<file path="src/rtl/nmr_bstrm_dpath_ser.sv">
// Datapath serializer: double-buffers sequencer command words and emits them as a gapless 1-bit stream.
// Optional build macro BSTRM_MSB_FIRST_EN: pattern words shift MSB first instead of LSB first.
module nmr_bstrm_dpath_ser #(
  parameter int unsigned DATA_WIDTH = 64,
  parameter int unsigned DUR_WIDTH  = 32
) (
  input  logic                  CLK,
  input  logic                  RST,
  input  logic                  DPATH_START,
  output logic                  DPATH_BUF_RDY,
  input  logic [DATA_WIDTH-1:0] data_reg,
  input  logic                  seq_end_reg,
  input  logic                  all_1s_mode_reg,
  input  logic                  all_0s_mode_reg,
  input  logic                  CLR_FLAGS,
  output logic                  BSTRM_OUT,
  output logic                  BSTRM_VALID,
  output logic                  SEQ_DONE,
  output logic                  OVERRUN,
  output logic                  UNDERRUN
);

  localparam int unsigned BCW = $clog2(DATA_WIDTH) + 1;

  typedef enum logic [1:0] {S_IDLE, S_RUN, S_END} state_t;
  typedef enum logic [1:0] {K_PAT, K_ONES, K_ZEROS} kind_t;

  state_t                state_q, state_d;
  logic                  hold_full_q, hold_full_d;
  logic                  hold_seq_q, hold_seq_d;
  kind_t                 hold_kind_q, hold_kind_d;
  logic [DATA_WIDTH-1:0] hold_data_q, hold_data_d;
  logic                  pend_q, pend_d;
  kind_t                 sh_kind_q, sh_kind_d;
  logic [DATA_WIDTH-1:0] sh_data_q, sh_data_d;
  logic [BCW-1:0]        bit_cnt_q, bit_cnt_d;
  logic [DUR_WIDTH-1:0]  run_cnt_q, run_cnt_d;
  logic                  out_q, out_d;
  logic                  valid_q, valid_d;
  logic                  done_q, done_d;
  logic                  rdy_q, rdy_d;
  logic                  ovr_q, ovr_d;
  logic                  und_q, und_d;

  logic                  take_c, load_c, last_c, capture_c, hold_free_c;
  logic                  ovr_set_c, und_set_c;
  kind_t                 in_kind_c;
  logic [DUR_WIDTH-1:0]  hold_len_c;

  // Mode decode: seq_end is handled separately; all_0s outranks all_1s
  always_comb begin
    in_kind_c = K_PAT;
    if (all_0s_mode_reg)      in_kind_c = K_ZEROS;
    else if (all_1s_mode_reg) in_kind_c = K_ONES;
  end

  assign hold_len_c = hold_data_q[DUR_WIDTH-1:0];
  assign last_c     = (sh_kind_q == K_PAT) ? (bit_cnt_q == '0) : (run_cnt_q == '0);

  // Next-state and datapath update
  always_comb begin
    state_d     = state_q;
    hold_full_d = hold_full_q;
    hold_seq_d  = hold_seq_q;
    hold_kind_d = hold_kind_q;
    hold_data_d = hold_data_q;
    pend_d      = pend_q;
    sh_kind_d   = sh_kind_q;
    sh_data_d   = sh_data_q;
    bit_cnt_d   = bit_cnt_q;
    run_cnt_d   = run_cnt_q;
    out_d       = 1'b0;
    valid_d     = 1'b0;
    take_c      = 1'b0;
    load_c      = 1'b0;
    ovr_set_c   = 1'b0;
    und_set_c   = 1'b0;

    case (state_q)
      S_IDLE: begin
        if (hold_full_q) begin
          take_c = 1'b1;
          if (hold_seq_q) state_d = S_END;
          else begin
            load_c  = 1'b1;
            state_d = S_RUN;
          end
        end
      end
      S_RUN: begin
        if (last_c) begin
          if (hold_full_q && !hold_seq_q) begin
            load_c = 1'b1;
            take_c = 1'b1;
          end else if (hold_full_q) begin
            take_c  = 1'b1;
            state_d = S_END;
          end else begin
            und_set_c = 1'b1;
            state_d   = S_IDLE;
          end
        end else begin
          valid_d = 1'b1;
          if (sh_kind_q == K_PAT) begin
`ifdef BSTRM_MSB_FIRST_EN
            out_d     = sh_data_q[DATA_WIDTH-1];
            sh_data_d = sh_data_q << 1;
`else
            out_d     = sh_data_q[0];
            sh_data_d = sh_data_q >> 1;
`endif
            bit_cnt_d = bit_cnt_q - BCW'(1);
          end else begin
            out_d     = (sh_kind_q == K_ONES);
            run_cnt_d = run_cnt_q - DUR_WIDTH'(1);
          end
        end
      end
      S_END: ;
      default: state_d = S_IDLE;
    endcase

    // Shifter load presents the first bit on the same edge
    if (load_c) begin
      sh_kind_d = hold_kind_q;
      valid_d   = 1'b1;
      bit_cnt_d = BCW'(DATA_WIDTH - 1);
      run_cnt_d = (hold_len_c == '0) ? '0 : hold_len_c - DUR_WIDTH'(1);
      if (hold_kind_q == K_PAT) begin
`ifdef BSTRM_MSB_FIRST_EN
        out_d     = hold_data_q[DATA_WIDTH-1];
        sh_data_d = hold_data_q << 1;
`else
        out_d     = hold_data_q[0];
        sh_data_d = hold_data_q >> 1;
`endif
      end else begin
        out_d = (hold_kind_q == K_ONES);
      end
    end

    // Holding register: a slot freed this edge can be refilled on the same edge
    if (take_c) hold_full_d = 1'b0;
    hold_free_c = !hold_full_q || take_c;
    capture_c   = hold_free_c && (pend_q || DPATH_START);
    if (DPATH_START && pend_q) ovr_set_c = 1'b1;
    if (capture_c) begin
      hold_full_d = 1'b1;
      hold_seq_d  = seq_end_reg;
      hold_kind_d = in_kind_c;
      hold_data_d = data_reg;
      pend_d      = 1'b0;
      if (state_q == S_END) state_d = S_IDLE;
    end else if (DPATH_START && !pend_q) begin
      pend_d = 1'b1;
    end

    rdy_d  = !pend_d && !hold_full_d && !DPATH_START;
    done_d = (state_d == S_END);
    ovr_d  = CLR_FLAGS ? 1'b0 : (ovr_q || ovr_set_c);
    und_d  = CLR_FLAGS ? 1'b0 : (und_q || und_set_c);
  end

  // State and output registers
  always_ff @(posedge CLK) begin
    if (RST) begin
      state_q     <= S_IDLE;
      hold_full_q <= 1'b0;
      hold_seq_q  <= 1'b0;
      hold_kind_q <= K_PAT;
      hold_data_q <= '0;
      pend_q      <= 1'b0;
      sh_kind_q   <= K_PAT;
      sh_data_q   <= '0;
      bit_cnt_q   <= '0;
      run_cnt_q   <= '0;
      out_q       <= 1'b0;
      valid_q     <= 1'b0;
      done_q      <= 1'b0;
      rdy_q       <= 1'b1;
      ovr_q       <= 1'b0;
      und_q       <= 1'b0;
    end else begin
      state_q     <= state_d;
      hold_full_q <= hold_full_d;
      hold_seq_q  <= hold_seq_d;
      hold_kind_q <= hold_kind_d;
      hold_data_q <= hold_data_d;
      pend_q      <= pend_d;
      sh_kind_q   <= sh_kind_d;
      sh_data_q   <= sh_data_d;
      bit_cnt_q   <= bit_cnt_d;
      run_cnt_q   <= run_cnt_d;
      out_q       <= out_d;
      valid_q     <= valid_d;
      done_q      <= done_d;
      rdy_q       <= rdy_d;
      ovr_q       <= ovr_d;
      und_q       <= und_d;
    end
  end

  assign DPATH_BUF_RDY = rdy_q;
  assign BSTRM_OUT     = out_q;
  assign BSTRM_VALID   = valid_q;
  assign SEQ_DONE      = done_q;
  assign OVERRUN       = ovr_q;
  assign UNDERRUN      = und_q;

endmodule

</file>
<file path="config.mk">
export PLATFORM = sky130hd
export DESIGN_NAME = nmr_bstrm_dpath_ser
export DESIGN_NICKNAME = d
export VERILOG_FILES = /design/src/rtl/nmr_bstrm_dpath_ser.sv
export SDC_FILE = /design/constraint.sdc
export NUM_CORES = 1
export LEC_CHECK = 0
export BUFFER_PORTS_ARGS = -buffer_cell sky130_fd_sc_hd__clkbuf_2
export CAP_MARGIN = 20
export CORE_UTILIZATION = 50
export DETAILED_ROUTE_END_ITERATION = 16
export PLACE_DENSITY = 0.69
export SYNTH_ARGS = -nofsm -noshare
export SYNTH_HDL_FRONTEND = slang
export SYNTH_SLANG_ARGS = --single-unit
</file>
<file path="constraint.sdc">
create_clock -name CLK -period 4.35 [get_ports CLK]
set_input_delay 0.2175 -clock CLK [delete_from_list [all_inputs] [get_ports CLK]]
set_output_delay 0.2175 -clock CLK [all_outputs]
set_load 0.01 [all_outputs]
</file>
==> flow_metrics.tcl <==
set metrics [dict create \
    drt_iter0_markers 655 \
    ios 77 \
    numCtsBuffers 17 \
    grt_pass1_wl_mm 35.32 \
    slowest_stage "or4_1" \
    power-per-cell-area_nw_per_um2 425.6 \
    power.share.switching_pct 30.48 \
    clock-sinks 182 \
    synth_nets 1168 \
    hold_path.class "in2reg" \
    viasPerCell 5.587 \
    start_kind "flop" \
    ys_seq_area_share_pct 39.15 \
    setup_viol 0 \
    nFillCells 1577 \
    syn_area_per_cell_um2 8.522 \
    gr-usage-all-layers_pct 22.30 \
    fin_crit_ns 3.463 \
    peakVddDrop_mv 0.2976 \
    yosysWarnings 0 \
    synth_seq_cells 182 \
    p_int_mw 3.074 \
    rows 49 \
    synth_top_cell_by_area "dfxtp_1" \
    fp.dieW_um 138.4 \
    period_share_pct 79.60 \
    slew_headroom_pct 26.35 \
    reg2regPathDepth 9 \
    netlist_area_um2 9306 \
    setup_tns_ns 0 \
    avgRoutedWirePerCell_um 15.04 \
    finalCoreUtilization_pct 57.45 \
    wl_mm 20.47 \
    vias 7604 \
    finalHoldViolations 0 \
    synth_top_area_share_pct 39.15 \
    netlist_instances 1092 \
    postCtsResizedCells 0 \
    p_leak_nw 3.976 \
    cp.arrival_ns 3.74 \
    ff2ff_setup_slack_ns 0.89 \
    synth_area_leaders "dfxtp_1 39%, nand2b_1 9.4%, mux2i_1 7.2%" \
    skew_ns 0.009745 \
    synthArstFlopShare_pct 0 \
    cap_violations 0 \
    grt_pass1_vias 7167 \
    synth-edff-count 0 \
    rr_startpoint "run_cnt_q[0]" \
    ctsRootBufferMaster "clkbuf_16" \
    postRouteAntennaNets 0 \
    postCtsSetupBuffers 0 \
    globalplace.congestion 0.8470 \
    cts.path.max_buffers 2 \
    fp.dieH_um 138.4 \
    register_area_um2 3643 \
    worst_slew_pin_slew_ns 1.097 \
    synth_ff_type "dfxtp_1" \
    max_freq_mhz 288.8 \
    comb_power_share_pct 20.5 \
    critPathCaptureType "flop" \
    seq_power_share_pct 43.7 \
    switchingPower_mw 1.348 \
    holdWs_ns 0.01906 \
    grt_max_degree 134 \
    path_delay_family "simple AND/OR/NAND/NOR gates" \
    rsz0062_at_grt "false" \
    rr_endpoint "sh_data_q[60]" \
    nets 1195 \
    synth_cell_types 60 \
    critPathMaxFanout 127 \
    dr.pass1.iters 11 \
    numPortBuffers 76 \
    syn_to_final_growth_pct 11.64 \
    overflow 0 \
    core_area_um2 18090 \
    hold_start "data_reg[47]" \
    multi_input_area_um2 5286 \
    start_util_pct 51.46 \
    violations "design-rule violations" \
    crit_chain "inv_1 -> ha_1 -> or4b_1 -> or4_1 -> o31a_1 -> a2111o_2 -> buf_12 -> nor2_1 -> a311oi_2" \
    dieArea_um2 19160 \
    dpl.hpwl_mm 13.20 \
    drive_above_1_share_pct 15.19 \
    critical_path_buf_inv_count 2 \
    crit_required_ns 4.63 \
    slew_viol_final 0 \
    hold_end "hold_data_q[47]" \
    finalPower_mw 4.421 \
    antenna_found_initial 0 \
    tritoncts "done" \
    synth_xor_area_share_pct 3.859 \
    synth_top_family_by_area "simple AND/OR/NAND/NOR gates" \
    synth-simple-area-share_pct 29.69 \
    whs_path_depth 3 \
    insertion_delay_ns 0.43 \
    post-route-drc-count 6 \
    synthAdderAreaFrac_pct 0.6722 \
    antenna_cells 0 \
    path_class "reg2reg" \
    synth_compound_area_share_pct 15.14 \
    status "finished, violations left" \
    max_stage_delay_ns 0.68 \
    cts.clk_slew.worst_paths_ns 0.07 \
    ys_top_cells_by_count "182 x dfxtp_1, 156 x nand2_1, 140 x nand2b_1" \
    muxShareOfSynthArea_pct 7.206 \
    yosysMostFrequentCell "dfxtp_1" \
    pwr-share-clk_pct 35.8 \
    htreeDepth 4 \
    ctsHoldBuffers 1 \
]
==> registers in the layout, summed over array words and instances (netlist names), 2 cells and up <==
signal,count
run_cnt_q,32
sh_kind_q,2
sh_data_q,64
bit_cnt_q,7
hold_data_q,64
state_q,2
hold_kind_q,2
==> stage by stage <==
stage | setup WS, ns | cells | area, um^2
global route | 0.7078 | 1361 | 10390
global placement | 0.9880 | 1328 | 9776
CTS | 0.9172 | 1361 | 10390
finish | 0.8875 | 1361 | 10390
detailed placement | 0.9327 | 1328 | 9776
floorplan | 1.266 | 1092 | 9306
==> area by class of cell <==
| class | instances | area share [%] |
|---|---|---|
| tap | 229 | 2.758 |
| clock buffer | 18 | 4.227 |
| multi-input combinational | 819 | 50.88 |
| timing repair buffer | 91 | 5.190 |
| sequential | 182 | 35.07 |
| inverter | 8 | 0.2890 |
| clock inverter | 14 | 1.590 |
==> placed cells by master, fill, tap and decap left out, drive strengths merged, types with 8 or more instances in the layout <==
| master | instances |
|---|---|
| mux2i | 67 |
| clkbuf | 93 |
| or3 | 12 |
| o21ai | 13 |
| o32a | 8 |
| dfxtp | 182 |
| nor4 | 24 |
| nor3 | 48 |
| inv | 16 |
| xnor2 | 21 |
| xor2 | 20 |
| a21oi | 30 |
| or2 | 8 |
| or4 | 13 |
| nand3 | 15 |
| buf | 15 |
| nand2 | 156 |
| nand2b | 140 |
| nor2 | 102 |
| and3 | 8 |
| a311oi | 63 |
==> power groups by stage <==
stage | registers, mW | logic, mW | clock network (mW)
6_report | 1.93 | 0.907 | 1.58
5_1_grt | 1.95 | 1.01 | 1.69
4_1_cts | 1.93 | 0.907 | 1.61
3_5_place_dp | 1.96 | 0.900 | 0
3_3_place_gp | 1.97 | 0.885 | 0
2_1_floorplan | 1.93 | 0.727 | 0
==> cell families (layout without fill, tap and decap cells) <==
kind of cell / count (synthesis) / after routing
buffers and inverters: 91 / 131
multiplexers: 67 / 67
AND/OR/NAND/NOR: 548 / 548
flip-flops: 182 / 182
adder cells (fa/ha/maj): 5 / 5
AO/OA/AOI/OAI: 158 / 158
XOR/XNOR: 41 / 41
==> worst min-delay path: cells and delay by family <==
| kind | cells | cell delay, ns |
|---|---|---|
| buffers and inverters | 1 | 0.08 |
| muxes | 1 | 0.06 |
| and+or+nand+nor | 1 | 0.05 |
==> worst max-delay path by stage <==
| stage | startpoint | to | slack [ns] | depth (start not counted) |
|---|---|---|---|---|
| detailed placement | run_cnt_q[0] | sh_data_q[3] | 0.93 | 9 |
| floorplan | run_cnt_q[0] | sh_data_q[0] | 1.27 | 11 |
| global route | run_cnt_q[0] | sh_data_q[15] | 0.71 | 9 |
| global placement | run_cnt_q[0] | sh_data_q[11] | 0.99 | 9 |
| CTS | run_cnt_q[0] | sh_data_q[3] | 0.92 | 9 |
| finish | run_cnt_q[0] | sh_data_q[60] | 0.89 | 9 |
==> metal layers <==
| metal | GRT usage (%) | part of all wire, % | up-vias |
|---|---|---|---|
| li1 | - | - | 3908 |
| met1 | 30.96 | 49 | 3522 |
| met2 | 35.43 | 46 | 159 |
| met3 | 4.122 | 4.1 | 15 |
| met4 | 6.032 | 1.1 | 0 |
| met5 | 0 | 0 | - |
No activity file was read; power rests on OpenSTA's default activity.
